[config.mk]
export PLATFORM = sky130hd
export DESIGN_NAME = polyvec_addsub_stream_flat
export DESIGN_NICKNAME = d
export VERILOG_FILES = /design/src/rtl/polyvec_addsub_stream_if.sv /design/src/rtl/polyvec_addsub_stream.sv /design/src/flat_wrapper.sv
export SDC_FILE = /design/constraint.sdc
export NUM_CORES = 1
export LEC_CHECK = 0
export CAP_MARGIN = 10
export CORE_UTILIZATION = 39
export DETAILED_ROUTE_END_ITERATION = 10
export GPL_TIMING_DRIVEN = 1
export PLACE_DENSITY_LB_ADDON = 0.12
export SLEW_MARGIN = 20
export SYNTH_ARGS = -nofsm -noshare
export SYNTH_HDL_FRONTEND = slang
export SYNTH_SLANG_ARGS = --single-unit
[constraint.sdc]
create_clock -name clk -period 4.15 [get_ports clk]
set_clock_uncertainty 0.1 [all_clocks]
set_input_delay 0.83 -clock clk [delete_from_list [all_inputs] [get_ports clk]]
set_output_delay 0.83 -clock clk [all_outputs]
set_load 0.05 [all_outputs]
[src/rtl/polyvec_addsub_stream_if.sv]
// polyvec_addsub_stream_if: control, input-beat and result-beat signals of the
// polynomial-vector add/subtract stream. The engine connects through the
// slave modport. The producer/consumer side connects through the master modport.
interface polyvec_addsub_stream_if #(
  parameter int W     = 32,
  parameter int LANES = 4
);
  logic               start;
  logic               mode;
  logic               in_valid;
  logic               in_ready;
  logic [LANES*W-1:0] a_in;
  logic [LANES*W-1:0] b_in;
  logic               out_valid;
  logic               out_ready;
  logic [LANES*W-1:0] out_data;
  logic               out_poly_last;
  logic               out_last;
  logic               busy;
  logic               done;

  modport master (
    output start, mode, in_valid, a_in, b_in, out_ready,
    input  in_ready, out_valid, out_data, out_poly_last, out_last, busy, done
  );

  modport slave (
    input  start, mode, in_valid, a_in, b_in, out_ready,
    output in_ready, out_valid, out_data, out_poly_last, out_last, busy, done
  );
endinterface

[src/rtl/polyvec_addsub_stream.sv]
// polyvec_addsub_stream: streams a K-polynomial vector pair, LANES coefficients
// per beat, and produces w = a + b (mode 0) or w = a - b (mode 1) through a
// single output register stage with valid/ready on both sides.
// Compile-time option: define POLYVEC_ADDSUB_REDUCE_EN to apply Dilithium
// reduce32 to every lane result. Otherwise results wrap to W bits.
module polyvec_addsub_stream #(
  parameter int K     = 6,
  parameter int N     = 256,
  parameter int W     = 32,
  parameter int LANES = 4,
  parameter int Q     = 8380417
) (
  input  logic clk,
  input  logic rst_n,
  polyvec_addsub_stream_if.slave bus
);
  localparam int BPP = N / LANES;
  localparam int BW  = (BPP > 1) ? $clog2(BPP) : 1;
  localparam int PW  = (K > 1) ? $clog2(K) : 1;
  localparam logic [BW-1:0] BEAT_MAX = BW'(BPP - 1);
  localparam logic [PW-1:0] POLY_MAX = PW'(K - 1);

  typedef enum logic [1:0] {S_IDLE, S_RUN, S_DRAIN, S_DONE} state_t;

  state_t             state_q, state_d;
  logic               mode_q, mode_d;
  logic [BW-1:0]      beat_cnt_q, beat_cnt_d;
  logic [PW-1:0]      poly_cnt_q, poly_cnt_d;
  logic               out_valid_q, out_valid_d;
  logic [LANES*W-1:0] out_data_q, out_data_d;
  logic               out_poly_last_q, out_poly_last_d;
  logic               out_last_q, out_last_d;

  logic               in_ready;
  logic               in_hs;
  logic               out_hs;
  logic               beat_wrap;
  logic               vec_end;
  logic [LANES*W-1:0] lane_res;
  logic [LANES-1:0]   unused_msb;
  logic signed [W:0]  lane_a [LANES];
  logic signed [W:0]  lane_b [LANES];
  logic signed [W:0]  lane_x [LANES];
  logic signed [W:0]  lane_r [LANES];

`ifdef POLYVEC_ADDSUB_REDUCE_EN
  localparam logic signed [W:0] RED_RND = (W+1)'(1 << 22);
  localparam logic signed [W:0] RED_Q   = (W+1)'(Q);
  logic signed [W:0]  lane_t [LANES];
`else
  localparam int unused_q = Q;
`endif

  assign in_ready  = (state_q == S_RUN) && (!out_valid_q || bus.out_ready);
  assign in_hs     = bus.in_valid && in_ready;
  assign out_hs    = out_valid_q && bus.out_ready;
  assign beat_wrap = (beat_cnt_q == BEAT_MAX);
  assign vec_end   = beat_wrap && (poly_cnt_q == POLY_MAX);

  assign bus.in_ready      = in_ready;
  assign bus.out_valid     = out_valid_q;
  assign bus.out_data      = out_data_q;
  assign bus.out_poly_last = out_poly_last_q;
  assign bus.out_last      = out_last_q;
  assign bus.busy          = (state_q != S_IDLE);
  assign bus.done          = (state_q == S_DONE);

  // Per-lane W+1-bit sum/difference, optionally reduced, then truncated to W bits
  always_comb begin
    lane_a     = '{default: '0};
    lane_b     = '{default: '0};
    lane_x     = '{default: '0};
    lane_r     = '{default: '0};
`ifdef POLYVEC_ADDSUB_REDUCE_EN
    lane_t     = '{default: '0};
`endif
    lane_res   = '0;
    unused_msb = '0;
    for (int i = 0; i < LANES; i++) begin
      lane_a[i] = {bus.a_in[W*i+W-1], bus.a_in[W*i +: W]};
      lane_b[i] = {bus.b_in[W*i+W-1], bus.b_in[W*i +: W]};
      lane_x[i] = mode_q ? (lane_a[i] - lane_b[i]) : (lane_a[i] + lane_b[i]);
`ifdef POLYVEC_ADDSUB_REDUCE_EN
      lane_t[i] = (lane_x[i] + RED_RND) >>> 23;
      lane_r[i] = lane_x[i] - lane_t[i] * RED_Q;
`else
      lane_r[i] = lane_x[i];
`endif
      lane_res[W*i +: W] = lane_r[i][W-1:0];
      unused_msb[i]      = lane_r[i][W];
    end
  end

  // Job sequencing, beat/polynomial counting and output register loading
  always_comb begin
    state_d         = state_q;
    mode_d          = mode_q;
    beat_cnt_d      = beat_cnt_q;
    poly_cnt_d      = poly_cnt_q;
    out_valid_d     = out_valid_q;
    out_data_d      = out_data_q;
    out_poly_last_d = out_poly_last_q;
    out_last_d      = out_last_q;

    case (state_q)
      S_IDLE: begin
        if (bus.start) begin
          state_d    = S_RUN;
          mode_d     = bus.mode;
          beat_cnt_d = '0;
          poly_cnt_d = '0;
        end
      end
      S_RUN:   if (in_hs && vec_end) state_d = S_DRAIN;
      S_DRAIN: if (out_hs && out_last_q) state_d = S_DONE;
      S_DONE:  state_d = S_IDLE;
      default: state_d = S_IDLE;
    endcase

    if (in_hs) begin
      if (beat_wrap) begin
        beat_cnt_d = '0;
        poly_cnt_d = (poly_cnt_q == POLY_MAX) ? '0 : poly_cnt_q + 1'b1;
      end else begin
        beat_cnt_d = beat_cnt_q + 1'b1;
      end
      out_valid_d     = 1'b1;
      out_data_d      = lane_res;
      out_poly_last_d = beat_wrap;
      out_last_d      = vec_end;
    end else if (out_hs) begin
      out_valid_d = 1'b0;
    end
  end

  // State, counters and output stage registers with asynchronous reset
  always_ff @(posedge clk or negedge rst_n) begin
    if (!rst_n) begin
      state_q         <= S_IDLE;
      mode_q          <= 1'b0;
      beat_cnt_q      <= '0;
      poly_cnt_q      <= '0;
      out_valid_q     <= 1'b0;
      out_data_q      <= '0;
      out_poly_last_q <= 1'b0;
      out_last_q      <= 1'b0;
    end else begin
      state_q         <= state_d;
      mode_q          <= mode_d;
      beat_cnt_q      <= beat_cnt_d;
      poly_cnt_q      <= poly_cnt_d;
      out_valid_q     <= out_valid_d;
      out_data_q      <= out_data_d;
      out_poly_last_q <= out_poly_last_d;
      out_last_q      <= out_last_d;
    end
  end
endmodule

[src/flat_wrapper.sv]
// flat-port wrapper written by rule: the top's interface ports become plain ports
module polyvec_addsub_stream_flat 
#(
  parameter int K     = 6,
  parameter int N     = 256,
  parameter int W     = 32,
  parameter int LANES = 4,
  parameter int Q     = 8380417
)
  (clk, rst_n, bus_start, bus_mode, bus_in_valid, bus_a_in, bus_b_in, bus_out_ready, bus_in_ready, bus_out_valid, bus_out_data, bus_out_poly_last, bus_out_last, bus_busy, bus_done);
  polyvec_addsub_stream_if #(.W(W), .LANES(LANES)) bus_i ();
  input  logic clk;
  input  logic rst_n;
  input wire logic [$bits(bus_i.start)-1:0] bus_start;
  input wire logic [$bits(bus_i.mode)-1:0] bus_mode;
  input wire logic [$bits(bus_i.in_valid)-1:0] bus_in_valid;
  input wire logic [$bits(bus_i.a_in)-1:0] bus_a_in;
  input wire logic [$bits(bus_i.b_in)-1:0] bus_b_in;
  input wire logic [$bits(bus_i.out_ready)-1:0] bus_out_ready;
  output wire logic [$bits(bus_i.in_ready)-1:0] bus_in_ready;
  output wire logic [$bits(bus_i.out_valid)-1:0] bus_out_valid;
  output wire logic [$bits(bus_i.out_data)-1:0] bus_out_data;
  output wire logic [$bits(bus_i.out_poly_last)-1:0] bus_out_poly_last;
  output wire logic [$bits(bus_i.out_last)-1:0] bus_out_last;
  output wire logic [$bits(bus_i.busy)-1:0] bus_busy;
  output wire logic [$bits(bus_i.done)-1:0] bus_done;
  assign bus_i.start = bus_start;
  assign bus_i.mode = bus_mode;
  assign bus_i.in_valid = bus_in_valid;
  assign bus_i.a_in = bus_a_in;
  assign bus_i.b_in = bus_b_in;
  assign bus_i.out_ready = bus_out_ready;
  assign bus_in_ready = bus_i.in_ready;
  assign bus_out_valid = bus_i.out_valid;
  assign bus_out_data = bus_i.out_data;
  assign bus_out_poly_last = bus_i.out_poly_last;
  assign bus_out_last = bus_i.out_last;
  assign bus_busy = bus_i.busy;
  assign bus_done = bus_i.done;
  polyvec_addsub_stream #(.K(K), .N(N), .W(W), .LANES(LANES), .Q(Q)) u_core (.clk(clk), .rst_n(rst_n), .bus(bus_i));
endmodule
# Word level (Yosys, flattened, before mapping)
# Index checks and enable logic that the tools add are counted.
# op_classes
reduce_logical,16
n_mux,19
addsub,10
eq_ne,8
# ops
cell,n
adder 32 bit,4
two-way mux 32 bit,4
subtractor 32 bit,4
two-way mux 6 bit,4
two-way mux 3 bit,5
case mux 2 bit (4 select lines),1
nonzero test 2 bit,4
adder 6 x 1 -> 6 bit (second input constant),1
equality test 6 bit (second input constant),1
logical AND 1 bit,6
two-way mux 2 bit,3
equality test 2 bit (second input constant),2
inequality test 2 bit (second input constant),2
AND reduction 2 bit,2
adder 3 x 1 -> 3 bit (second input constant),1
equality test 3 bit (second input constant),1
AND reduction 3 bit,1
equality test 2 x 1 -> 1 bit (second input constant),1
logical NOT 2 bit,1
two-way mux 1 bit,2
inequality test 2 x 1 -> 1 bit (second input constant),1
logical NOT 1 bit,1
logical OR 1 bit,1
# totals
register_bits,143
in_bits,262
wordCells,61
output_inout_bits,134

# Longest topological paths before layout
# Gate-level depths: netlist (run 1).
# depth
ltp_word,7
mapped_depth,20
ltp_nobuf,20

# Least setup slack after synthesis (run 1)
# Ideal clock, no wire load.
# synth_timing
kind,input -> register
startpoint,input bus_b_in[105]
endpoint,register u_core.out_data_q[120] (netlist: u_core.bus.out_data[120])
setup_time_ns,0.131
cell_stages,16
required_ns,3.919
slack_ns,-0.082
t_arrival_ns,4.000
path_buffers,1
path_cell_list,nor3_1 > nand2_1 > nor4_1 > nand2_1 > nor4b_2 > nor2_1 > xnor2_1 > ha_1 > clkbuf_1 > and3_1 > nand4_1 > nor4b_2 > nor2_1 > a31oi_1 > nor3_1 > or3_1
# synth_via
elab_chain_len,2
elab_cells_between_ends,3
classes_between,add/sub (2); mux (1)
# synth_rtl
item,line_no,text
"start, declared",flat_wrapper.sv:18,input wire logic [$bits(bus_i.b_in)-1:0] bus_b_in;
adder 32 bit or subtractor 32 bit (tied branches),polyvec_addsub_stream.sv:82,lane_x[i] = mode_q ? (lane_a[i] - lane_b[i]) : (lane_a[i] + lane_b[i]);
two-way mux 32 bit (*),polyvec_addsub_stream.sv:82,
"end signal, assigned",polyvec_addsub_stream.sv:153,out_data_q <= out_data_d;
"end, declared",polyvec_addsub_stream.sv:30,"logic [LANES*W-1:0] out_data_q, out_data_d;"
# Mark *: on every way between the ends. The rest lies on a longest branch, timed or not.
# A chain may end at the register's enable or synchronous reset.

# Final worst setup path (run 1)
# layout_timing
startpoint,input bus_b_in[48]
endpoint,register u_core.out_data_q[63] (netlist: u_core.bus.out_data[63])
# Same word-level chain as after synthesis.

==> summary.txt, run 1 <==
Outcome
  • Status: complete, no violations

Synth
  • Cells after Synth: 1842
  • Synthesized area per cell: 7.88 um^2
  • Sequential-to-total area share from yosys stat: 24.6%
  • Async SR Flop Fraction: 100%
  • Yosys warns: 0
  • Synth area leaders: dfrtp_1, ha_1, xnor2_1
  • Largest area contributor in the netlist: dfrtp_1
  • Synth unique cells: 91
  • Number of synthesized flops with an enable pin: 0
  • Dominant synthesized flop cell: dfrtp_1
  • Synth Cell Area: 14500 um^2
  • Post-Syn Nets: 2242
  • Register bit total from synthesis: 143
  • Synth top area share: 24.6%

Die
  • Die area: 38000 um^2
  • Num ports: 396
  • Die width: 195 um
  • FP Rows: 70
  • Core area: 36600 um^2
  • Die Y: 195 um
  • Starting density of the core: 39.7%

Drt
  • DR WL/cell: 16.6 um
  • Drt first pass iters: 5
  • DR vias/cell: 5.22
  • Via count: 16604
  • Detailed router's first-iteration violation count: 753
  • Total length of routed wires: 52700 um
  • # DRC: 0
  • Antenna-violating nets left: 0

Worst setup path
  • Crit Reg-Reg Startpoint: u_core.mode_q$_DFFE_PN0P_
  • Max FO, Critical Path: 4
  • CP Class: in2reg
  • Worst endpoint required time: 4.43 ns
  • Critical Path End Type: flip-flop
  • Critical path launch point: bus_b_in[48]
  • FF-to-FF path depth: 14
  • CP arrival: 4.32 ns
  • Critical Path Start Type: primary input

STA
  • Hold Fails Final Rpt: 0
  • Final setup viols: 0
  • Slew headroom: 59.1%
  • Measured slew at the worst slew-check pin: 0.608 ns
  • Final hold slack: 0.217 ns
  • Post-route worst setup slack: 0.108 ns
  • Setup TNS: 0 ns
  • Slew Limit Fails: 0
  • Crit path time final: 4.04 ns
  • Final Cycle Share: 97.4%
  • Max Clk Rate: 0.247 GHz

Power
  • Leakage: 11.2 nW
  • Max VDD drop: 0.508 mV
  • Pwr Total: 0.0194 W
  • PD cells: 810 nW/um^2

Placement
  • # placed instances: 3110
  • Dpl ws: -0.716 ns
  • Routability cong.: 0.939
  • HPWL Detailed: 42300 um
  • I/O Buffers: 395

Global route
  • First-pass GRT wire length: 82700 um
  • Remaining Overflow, GRT: 0
  • Largest net degree at the start of global routing: 100
  • Vias in the first global route: 16472
  • Antenna violations before repair: 4
  • Overall fraction of global-route tracks in use: 27.1%

Clock network
  • Longest Clk Path Bufs: 2
  • H-Tree Depth: 4
  • Inserted Clock Buffers: 17
  • Cts hold-fix bufs: 0
  • Clock Sinks: 143
  • CTS clock-pin slew for the worst setup and hold paths: 0.07 ns
  • Clock root buffer: clkbuf_16
  • CTS tree: built
  • Clock latency on the worst-skew pair: 0.45 ns

Layout
  • Fraction of layout cells with a size suffix above 1: 26.2%
  • Most frequent cells in the layout: buf_4, clkdlybuf4s50_1, nand2_1
  • Fin cells: 3178
  • Area grow syn2layout: 65.3%
  • Commonest non-fill, non-tap cell in the layout: buf_4
  • Fin nets: 3092
  • Fill cell count: 3205

Worst hold path
  • HP Class: in2async

Run
  • Max-cap violations: 0
-- kinds of logic after synthesis --
kind of cell	count (synthesis)	synth area share, %
multiplexers	12	0.879
XOR/XNOR	229	13.9
buffers and inverters	147	4.05
flip-flops	143	24.6
AO/OA/AOI/OAI	581	24.8
AND/OR/NAND/NOR	592	19.5
adder cells (fa/ha/maj)	138	12.1
-- cell type report --
cell class              count  area (um^2)  share of cell area (%)
flip-flops and latches    143         3580                    14.9
inverters                  76          285                    1.19
diodes                      5         12.5                  0.0521
clock inverters            14          125                   0.521
multi-input cells        1552        11100                    46.1
repair buffers            902         7900                    32.9
well taps                 468          586                    2.44
clock buffers              18          439                    1.83
-- per-layer routing --
layer  GRT usage, %  vias to the layer above  wire length [um]
met5              0                        -                 0
met4           10.2                        0              1450
met3           4.51                       80              3010
met2           45.3                      482             25000
met1           35.0                     7749             23300
li1               -                     8293                 -
-- where the power goes --
group          internal (W)  switching, W  leakage [nW]
Combinational       0.00706       0.00839          9.17
Clock              0.000804      0.000737         0.278
Sequential          0.00203      0.000422          1.79
-- worst max-delay path, stage by stage --
cell	delay (ns)
clkdlybuf4s50_1	0.43
or3_4	0.40
nor4_4	0.28
nor2b_4	0.22
and2_4	0.17
nor2_1	0.05
xnor2_1	0.13
ha_1	0.34
buf_6	0.12
and3_4	0.19
nand2_1	0.07
or4_4	0.50
or4_1	0.51
nand3_1	0.08
-- per-stage QoR --
step / util [%] / instance area, um^2
after floorplan: - / 14500
after global placement: 61.2 / 22400
after detailed placement: 61.2 / 22400
after CTS: 63.8 / 23400
after global routing: 65.5 / 24000
final: 65.6 / 24000
-- flip-flops by register name, summed over array words and instances (netlist names) --
register                  cells
u_core.poly_cnt_q             3
u_core.state_q                2
u_core.bus.out_last           1
u_core.beat_cnt_q             6
u_core.bus.out_data         128
u_core.bus.out_valid          1
u_core.bus.out_poly_last      1
u_core.mode_q                 1
-- synth_stat cells, types with 6 or more instances --
| cell type | n |
|---|---|
| nand2_1 | 218 |
| a21oi_1 | 187 |
| xnor2_1 | 175 |
| dfrtp_1 | 143 |
| o21ai_0 | 135 |
| ha_1 | 134 |
| nor2_1 | 132 |
| inv_1 | 76 |
| a21o_1 | 57 |
| nor3_1 | 56 |
| clkbuf_1 | 54 |
| xor2_1 | 53 |
| o21ai_1 | 30 |
| nand3_1 | 28 |
| and3_1 | 26 |
| a31oi_1 | 22 |
| nor2b_1 | 21 |
| o21a_1 | 21 |
| o21bai_1 | 21 |
| nand4_1 | 20 |
| nand2b_1 | 17 |
| and2_1 | 12 |
| o31ai_1 | 12 |
| or3_1 | 12 |
| a211oi_1 | 10 |
| buf_1 | 10 |
| nor4_1 | 10 |
| a211o_1 | 8 |
| a41oi_1 | 8 |
| mux2_2 | 6 |
| mux2i_1 | 6 |
| o211ai_1 | 6 |
-- worst paths after layout --
kind / slack (ns) / to
worst max-delay path: 0.11 / u_core.bus.out_data[63]$_DFFE_PN0P_
worst min-delay path: 0.22 / u_core.bus.out_data[16]$_DFFE_PN0P_
worst max register to register: 0.36 / u_core.bus.out_data[54]$_DFFE_PN0P_
worst min register to register: 0.37 / u_core.bus.out_data[17]$_DFFE_PN0P_
max in group asynchronous: 2.82 / u_core.bus.out_data[104]$_DFFE_PN0P_
min in group clk: 0.37 / u_core.bus.out_data[17]$_DFFE_PN0P_
-- timing repair --
| action | 4_1_cts | 5_1_grt |
|---|---|---|
| cloned | 0 | 0 |
| resized for setup | 69 | 144 |
| pin swaps | 40 | 95 |
| setup endpoints to repair | 35 | 56 |
| buffers inserted | 16 | 16 |
Note: power is estimated with default switching activity, not from simulation.
==> inputs of run 2 (changes only) <==
--- a/config.mk
+++ b/config.mk
@@ -8,7 +8,8 @@
 export CAP_MARGIN = 10
 export CORE_UTILIZATION = 39
 export DETAILED_ROUTE_END_ITERATION = 10
-export GPL_TIMING_DRIVEN = 1
+export GPL_ROUTABILITY_DRIVEN = 1
+export GPL_TIMING_DRIVEN = 0
 export PLACE_DENSITY_LB_ADDON = 0.12
 export SLEW_MARGIN = 20
 export SYNTH_ARGS = -nofsm -noshare
==> constraint.sdc (replaced) <==
create_clock -name clk -period 3.8 [get_ports clk]
set_clock_uncertainty 0.1 [all_clocks]
set_input_delay 0.76 -clock clk [delete_from_list [all_inputs] [get_ports clk]]
set_output_delay 0.76 -clock clk [all_outputs]
set_load 0.05 [all_outputs]
==> run 2 against run 1 <==
The run now ends with negative setup slack left. Via count down 3.5%. Hold slack got worse by 0.0092 ns. Count of clock-buffer cells in the layout rose by 1. Critical path depth increased by 4. Die area unchanged. Worst setup slack worse by 0.23 ns. Wire length is 7.0% higher. Global-route usage rose by 1.3 points. Critical path type unchanged. Highest routed layer unchanged.
==> summary.txt, run 2 (synthesis gave the netlist of run 1 again) <==
Outcome
  • Status: finished with violations
  • Failing checks: negative setup slack

Drt
  • Detailed router's first-iteration violation count: 997 (+32%)
  • Total length of routed wires: 56400 um (+7.0%)
  • # DRC: 0 (unchanged)
  • Antenna-violating nets left: 0 (unchanged)
  • Drt first pass iters: 5 (unchanged)
  • DR vias/cell: 5.61 (+7.3%)
  • DR WL/cell: 19.7 um (+19%)
  • Via count: 16024 (-3.5%)

Global route
  • Remaining Overflow, GRT: 0 (unchanged)
  • Vias in the first global route: 15450 (-6.2%)
  • Overall fraction of global-route tracks in use: 28.4% (+1.3 points)
  • Largest net degree at the start of global routing: 80 (-20%)
  • First-pass GRT wire length: 85000 um (+2.8%)
  • Antenna violations before repair: 1 (-3)

Layout
  • Area grow syn2layout: 52.3%
  • Fin nets: 2775 (-10%)
  • Fraction of layout cells with a size suffix above 1: 20.5% (-5.8 points)
  • Fin util: 60.4% (-5.1 points)
  • Commonest non-fill, non-tap cell in the layout: clkdlybuf4s50_1
  • Max reg flops: 128 (unchanged)
  • Most frequent cells in the layout: clkdlybuf4s50_1, nand2_1, xnor2_1

Worst setup path
  • CP max stage cell: or3_4
  • Worst endpoint required time: 4.02 ns (-0.41 ns)
  • Critical Path Start Type: primary input
  • Kind of cell adding the most delay to the critical path: compound AO/OA/AOI/OAI gates
  • Reg-to-reg slack, setup: 0.09 ns (-0.27 ns)
  • Worst path max stage delay: 0.41 ns (-0.10 ns)
  • CP arrival: 4.14 ns (-0.18 ns)
  • CP cell instances: buf_8 -> or3_4 -> nor3b_4 -> buf_4 -> and3b_1 -> buf_6 -> buf_6 -> a21oi_4 -> xnor2_2 -> ha_4 -> a21oi_2 -> o21bai_1 -> a21oi_2 -> o21bai_1 -> a21o_1 -> a221oi_4 -> xor2_1 -> o21ai_1
  • CP Class: in2reg
  • Crit Reg-Reg Startpoint: u_core.mode_q$_DFFE_PN0P_
  • Max FO, Critical Path: 6 (+2)
  • WP buf/inv: 4 (+2)
  • FF-to-FF path depth: 13 (-1)
  • RR Endpoint: u_core.bus.out_data[63]$_DFFE_PN0P_
  • Critical Path End Type: flip-flop

Clock network
  • Longest Clk Path Bufs: 2 (unchanged)
  • Clock root buffer: clkbuf_16
  • H-Tree Depth: 4 (unchanged)
  • CTS clock-pin slew for the worst setup and hold paths: 0.07 ns (about the same)
  • Inserted Clock Buffers: 17 (unchanged)
  • Clock Sinks: 143 (unchanged)
  • CTS tree: built
  • Cts hold-fix bufs: 0 (unchanged)
  • Clock latency on the worst-skew pair: 0.44 ns (about the same)

Die
  • Starting density of the core: 39.7% (unchanged)
  • Num ports: 396 (unchanged)
  • Die Y: 195 um (unchanged)
  • Die width: 195 um (unchanged)
  • Die area: 38000 um^2 (unchanged)
  • FP Rows: 70 (unchanged)
  • Core area: 36600 um^2 (unchanged)

STA
  • Final setup viols: 4 (+4)
  • Max Clk Rate: 0.255 GHz
  • Final hold slack: 0.207 ns (-0.00924 ns)
  • Slew Limit Fails: 0 (unchanged)
  • Crit path time final: 3.93 ns
  • Setup TNS: -0.454 ns (-0.454 ns)
  • Slew headroom: 43.5% (-16 points)
  • Measured slew at the worst slew-check pin: 0.847 ns (+0.240 ns)
  • Final Cycle Share: 103%
  • Post-route worst setup slack: -0.126 ns (-0.234 ns)
  • Hold Fails Final Rpt: 0 (unchanged)
  • RSZ-0062 raised after global routing: true

Power
  • PD cells: 915 nW/um^2 (+13%)
  • Leakage: 9.63 nW (-14%)
  • Max VDD drop: 0.492 mV (-3.0%)

Worst hold path
  • HP Class: in2async

Placement
  • Routability cong.: 0.912 (-2.9%)
  • Dpl ws: -1.49 ns (-0.773 ns)
  • I/O Buffers: 395 (unchanged)
  • HPWL Detailed: 42200 um (-0.21%)

Run
  • Max-cap violations: 0 (unchanged)
## run 2: cell count changes in the layout (fill, tap and decap cells not counted), moves of 11 or more
cell	change
a21oi_1	-18
buf_4	-378
clkbuf_1	+28
clkbuf_2	+21
buf_6	+21
ha_1	-23
ha_2	+12
clkdlybuf4s50_1	-30
dlymetal6s2s_1	-12
ha_4	+11
a21oi_2	+15
## run 2: how the worst max path moves through the flow
stage / from / endpoint / slack (ns) / cells past startpoint
floorplan: bus_b_in[37] / u_core.bus.out_data[63]$_DFFE_PN0P_ / -0.14 / 14
global placement: rst_n / u_core.bus.out_data[76]$_DFFE_PN0P_ / -4.52 / 1
detailed placement: bus_b_in[96] / u_core.bus.out_data[120]$_DFFE_PN0P_ / -1.49 / 19
CTS: bus_b_in[41] / u_core.bus.out_data[63]$_DFFE_PN0P_ / -0.16 / 19
global route: bus_b_in[37] / u_core.bus.out_data[59]$_DFFE_PN0P_ / -0.23 / 18
finish: bus_b_in[37] / u_core.bus.out_data[59]$_DFFE_PN0P_ / -0.13 / 18
## run 2: report_power, final
part           switching (W)  internal (W)
sequential          0.000438       0.00221
clock               0.000803       0.00102
combinational        0.00932       0.00645
total                 0.0106       0.00968
## run 2: timing repair
item | 4_1_cts | 5_1_grt
setup endpoints to repair | 110 | 62
cloned | 0 | 0
buffers inserted | 83 | 47
gates resized for setup | 264 | 246
pin swaps | 131 | 179
## run 2: area by class of cell
type	instances	area [um^2]
Antenna cell	2	5.00
Buffer	60	405
Clock buffer	19	453
Clock inverter	13	154
Fill cell	3259	14500
Inverter	76	297
Multi-Input combinational cell	1552	11700
Sequential cell	143	3580
Tap cell	468	586
Timing Repair Buffer	525	4950
## run 2: metal layers
layer  GRT usage [%]  vias up  routed length [um]
met4            8.92        0                1500
met3            4.73       91                3430
met2            47.2      586               26700
met1            37.6     7693               24800
li1                -     7654                   -
met5               0        -                   0
## run 2: metrics by stage
| stage | instances | power [W] | area (um^2) |
|---|---|---|---|
| 5_1_grt | 2857 | 0.0216 | 22100 |
| 3_5_place_dp | 2706 | 0.0164 | 19300 |
| 3_3_place_gp | 2705 | 0.0162 | 19300 |
| 2_1_floorplan | 1842 | 0.0124 | 14700 |
| 6_report | 2858 | 0.0202 | 22100 |
| 4_1_cts | 2812 | 0.0192 | 21100 |
==> inputs of run 3 (changes only) <==
--- a/config.mk
+++ b/config.mk
@@ -10,6 +10,7 @@
 export DETAILED_ROUTE_END_ITERATION = 10
 export GPL_ROUTABILITY_DRIVEN = 1
 export GPL_TIMING_DRIVEN = 0
+export MAX_ROUTING_LAYER = met4
 export PLACE_DENSITY_LB_ADDON = 0.12
 export SLEW_MARGIN = 20
 export SYNTH_ARGS = -nofsm -noshare
==> run 3 against run 2 <==
The run still ends with negative setup slack left. Fmax increased by 2.0%. Global-route usage grew 0.93 points. Cell count about the same. Non-clock buffer count fell by 3. Sequential cell count unchanged. Critical endpoint is now u_core.bus.out_data[63]$_DFFE_PN0P_. Highest routed layer unchanged.
==> summary.txt, run 3 (synthesis gave the netlist of run 1 again) <==
Die
  • Die area: 38000 um^2 (unchanged)
  • FP Rows: 70 (unchanged)
  • Num ports: 396 (unchanged)
  • Die width: 195 um (unchanged)
  • Die Y: 195 um (unchanged)
  • Core area: 36600 um^2 (unchanged)
  • Starting density of the core: 39.7% (unchanged)

Clock network
  • Clock Sinks: 143 (unchanged)
  • Inserted Clock Buffers: 17 (unchanged)
  • Longest Clk Path Bufs: 2 (unchanged)
  • CTS clock-pin slew for the worst setup and hold paths: 0.07 ns (about the same)
  • Clock root buffer: clkbuf_16
  • H-Tree Depth: 4 (unchanged)
  • CTS tree: built
  • Clock latency on the worst-skew pair: 0.44 ns (about the same)

Power
  • Pwr Total: 0.0201 W (-0.67%)
  • Max VDD drop: 0.547 mV (+11%)
  • PD cells: 920 nW/um^2 (+0.56%)
  • Leakage: 9.48 nW (-1.5%)

Run
  • Max-cap violations: 0 (unchanged)

Worst setup path
  • Crit Reg-Reg Startpoint: u_core.mode_q$_DFFE_PN0P_
  • Reg-to-reg slack, setup: 0.03 ns (-0.06 ns)
  • CP Class: in2reg
  • CP cell instances: clkbuf_2 -> or3_4 -> nor3_4 -> buf_6 -> nand2_2 -> o31a_1 -> xnor2_1 -> ha_2 -> nand2_1 -> o31ai_2 -> o21ai_4 -> or4_4 -> or4_1 -> nand3_1
  • Worst path max stage delay: 0.45 ns (+0.04 ns)
  • Worst endpoint required time: 4.08 ns (+0.06 ns)
  • Critical Path End Type: flip-flop
  • Critical Path Start Type: primary input
  • Max FO, Critical Path: 7 (+1)
  • CP max stage cell: or4_4
  • CP arrival: 4.13 ns (about the same)
  • Critical path launch point: bus_b_in[37]
  • RR Endpoint: u_core.bus.out_data[120]$_DFFE_PN0P_
  • FF-to-FF path depth: 13 (unchanged)
  • Crit path to: u_core.bus.out_data[63]$_DFFE_PN0P_

Drt
  • DR vias/cell: 5.56 (-0.84%)
  • Drt first pass iters: 7 (+2)
  • # DRC: 0 (unchanged)
  • Antenna-violating nets left: 0 (unchanged)
  • Via count: 15879 (-0.90%)
  • DR WL/cell: 19.6 um (-0.50%)
  • Detailed router's first-iteration violation count: 1023 (+2.6%)
  • Total length of routed wires: 56100 um (-0.57%)

Placement
  • HPWL Detailed: 42300 um (+0.17%)
  • Routability cong.: 0.925 (+1.5%)
  • I/O Buffers: 395 (unchanged)

STA
  • Post-route worst setup slack: -0.0478 ns (+0.0786 ns)
  • Slew Limit Fails: 0 (unchanged)
  • Final setup viols: 3 (-1)
  • RSZ-0062 raised after global routing: true
  • Max Clk Rate: 0.260 GHz (+2.0%)
  • Slew headroom: 41.9% (-1.6 points)
  • Crit path time final: 3.85 ns (-0.0786 ns)
  • Measured slew at the worst slew-check pin: 0.872 ns (+0.0243 ns)
  • Final Cycle Share: 101% (-2.1 points)
  • Hold Fails Final Rpt: 0 (unchanged)

Layout
  • Fin util: 59.7% (-0.74 points)
  • Fin nets: 2772 (-0.11%)
  • Most frequent cells in the layout: clkdlybuf4s50_1, nand2_1, xnor2_1
  • Area of the multi-input gates: 11500 um^2 (-1.3%)
  • Max reg flops: 128 (unchanged)
  • Area grow syn2layout: 50.4%
  • Commonest non-fill, non-tap cell in the layout: clkdlybuf4s50_1
  • Fill cell count: 3262 (+0.092%)
  • Fraction of layout cells with a size suffix above 1: 19.5% (-0.98 points)
  • FF+latch area: 3580 um^2 (unchanged)

Global route
  • First-pass GRT wire length: 85100 um (+0.15%)
  • Overall fraction of global-route tracks in use: 29.4% (+0.93 points)
  • Antenna violations before repair: 3 (+2)
  • Largest net degree at the start of global routing: 78 (-2.5%)
  • Remaining Overflow, GRT: 0 (unchanged)
  • Vias in the first global route: 15454 (+0.026%)

Outcome
  • Failing checks: negative setup slack
  • Status: finished with violations

Worst hold path
  • HP Class: in2async
-- run 3: worst max-delay path: cells and delay by family --
family                   cells  cell delay, ns
AO/OA/AOI/OAI                3            0.74
XOR/XNOR                     1            0.13
adder cells (fa/ha/maj)      1            0.42
buffers and inverters        2            0.25
AND/OR/NAND/NOR              7            1.82
-- run 3: area by class of cell --
type | instances | share of cell area [%]
inverter | 76 | 1.32
sequential | 143 | 16.4
timing repair buffer | 520 | 22.2
multi-input combinational | 1552 | 52.8
tap | 468 | 2.68
clock buffer | 19 | 2.07
buffer | 62 | 1.87
antenna | 3 | 0.0344
clock inverter | 13 | 0.699
-- run 3: how the worst min path moves through the flow --
stage,start,endpoint
detailed placement,u_core.bus.out_data[12]$_DFFE_PN0P_,u_core.bus.out_data[12]$_DFFE_PN0P_
global placement,u_core.bus.out_data[72]$_DFFE_PN0P_,u_core.bus.out_data[72]$_DFFE_PN0P_
finish,rst_n,u_core.bus.out_data[16]$_DFFE_PN0P_
CTS,rst_n,u_core.bus.out_data[15]$_DFFE_PN0P_
global route,rst_n,u_core.bus.out_data[14]$_DFFE_PN0P_
floorplan,rst_n,u_core.beat_cnt_q[0]$_DFFE_PN0P_
-- run 3: what timing repair did --
action / in CTS / in global routing
endpoints found under the setup margin: 111 / 61
gates resized for setup: 281 / 161
hold buffers: 0 / 0
buffers inserted: 82 / 45
pin swaps: 138 / 147
-- run 3: report_power, final --
| part | total (W) | internal [W] | switching, W |
|---|---|---|---|
| registers | 0.00265 | 0.00221 | 0.000437 |
| clock network | 0.00181 | 0.00102 | 0.000789 |
| logic | 0.0157 | 0.00638 | 0.00928 |
| total | 0.0201 | 0.00961 | 0.0105 |
-- run 3: routing by layer --
layer  wire length [um]  share of wire [%]  vias up  track usage (%)
met1              25100                 45     7647             38.1
met3               3200                5.7       66             4.37
met4               1250                2.2        0             7.76
met2              26500                 47      519             47.7
met5                  0                  0        -                -
li1                   -                  -     7647                -
-- run 3: stage by stage --
stage | TNS, ns | area, um^2 | cells | setup WS [ns] | hold WS [ns]
final | -0.0668 | 21800 | 2856 | -0.0478 | 0.211
after global placement | -730.42 | 19300 | 2705 | -4.50 | 0.354
after global routing | -2.20 | 21800 | 2856 | -0.207 | 0.257
after CTS | -0.444 | 21100 | 2813 | -0.170 | 0.227
after floorplan | -0.495 | 14700 | 1842 | -0.136 | 0.356
after detailed placement | -94.27 | 19300 | 2706 | -1.46 | 0.358
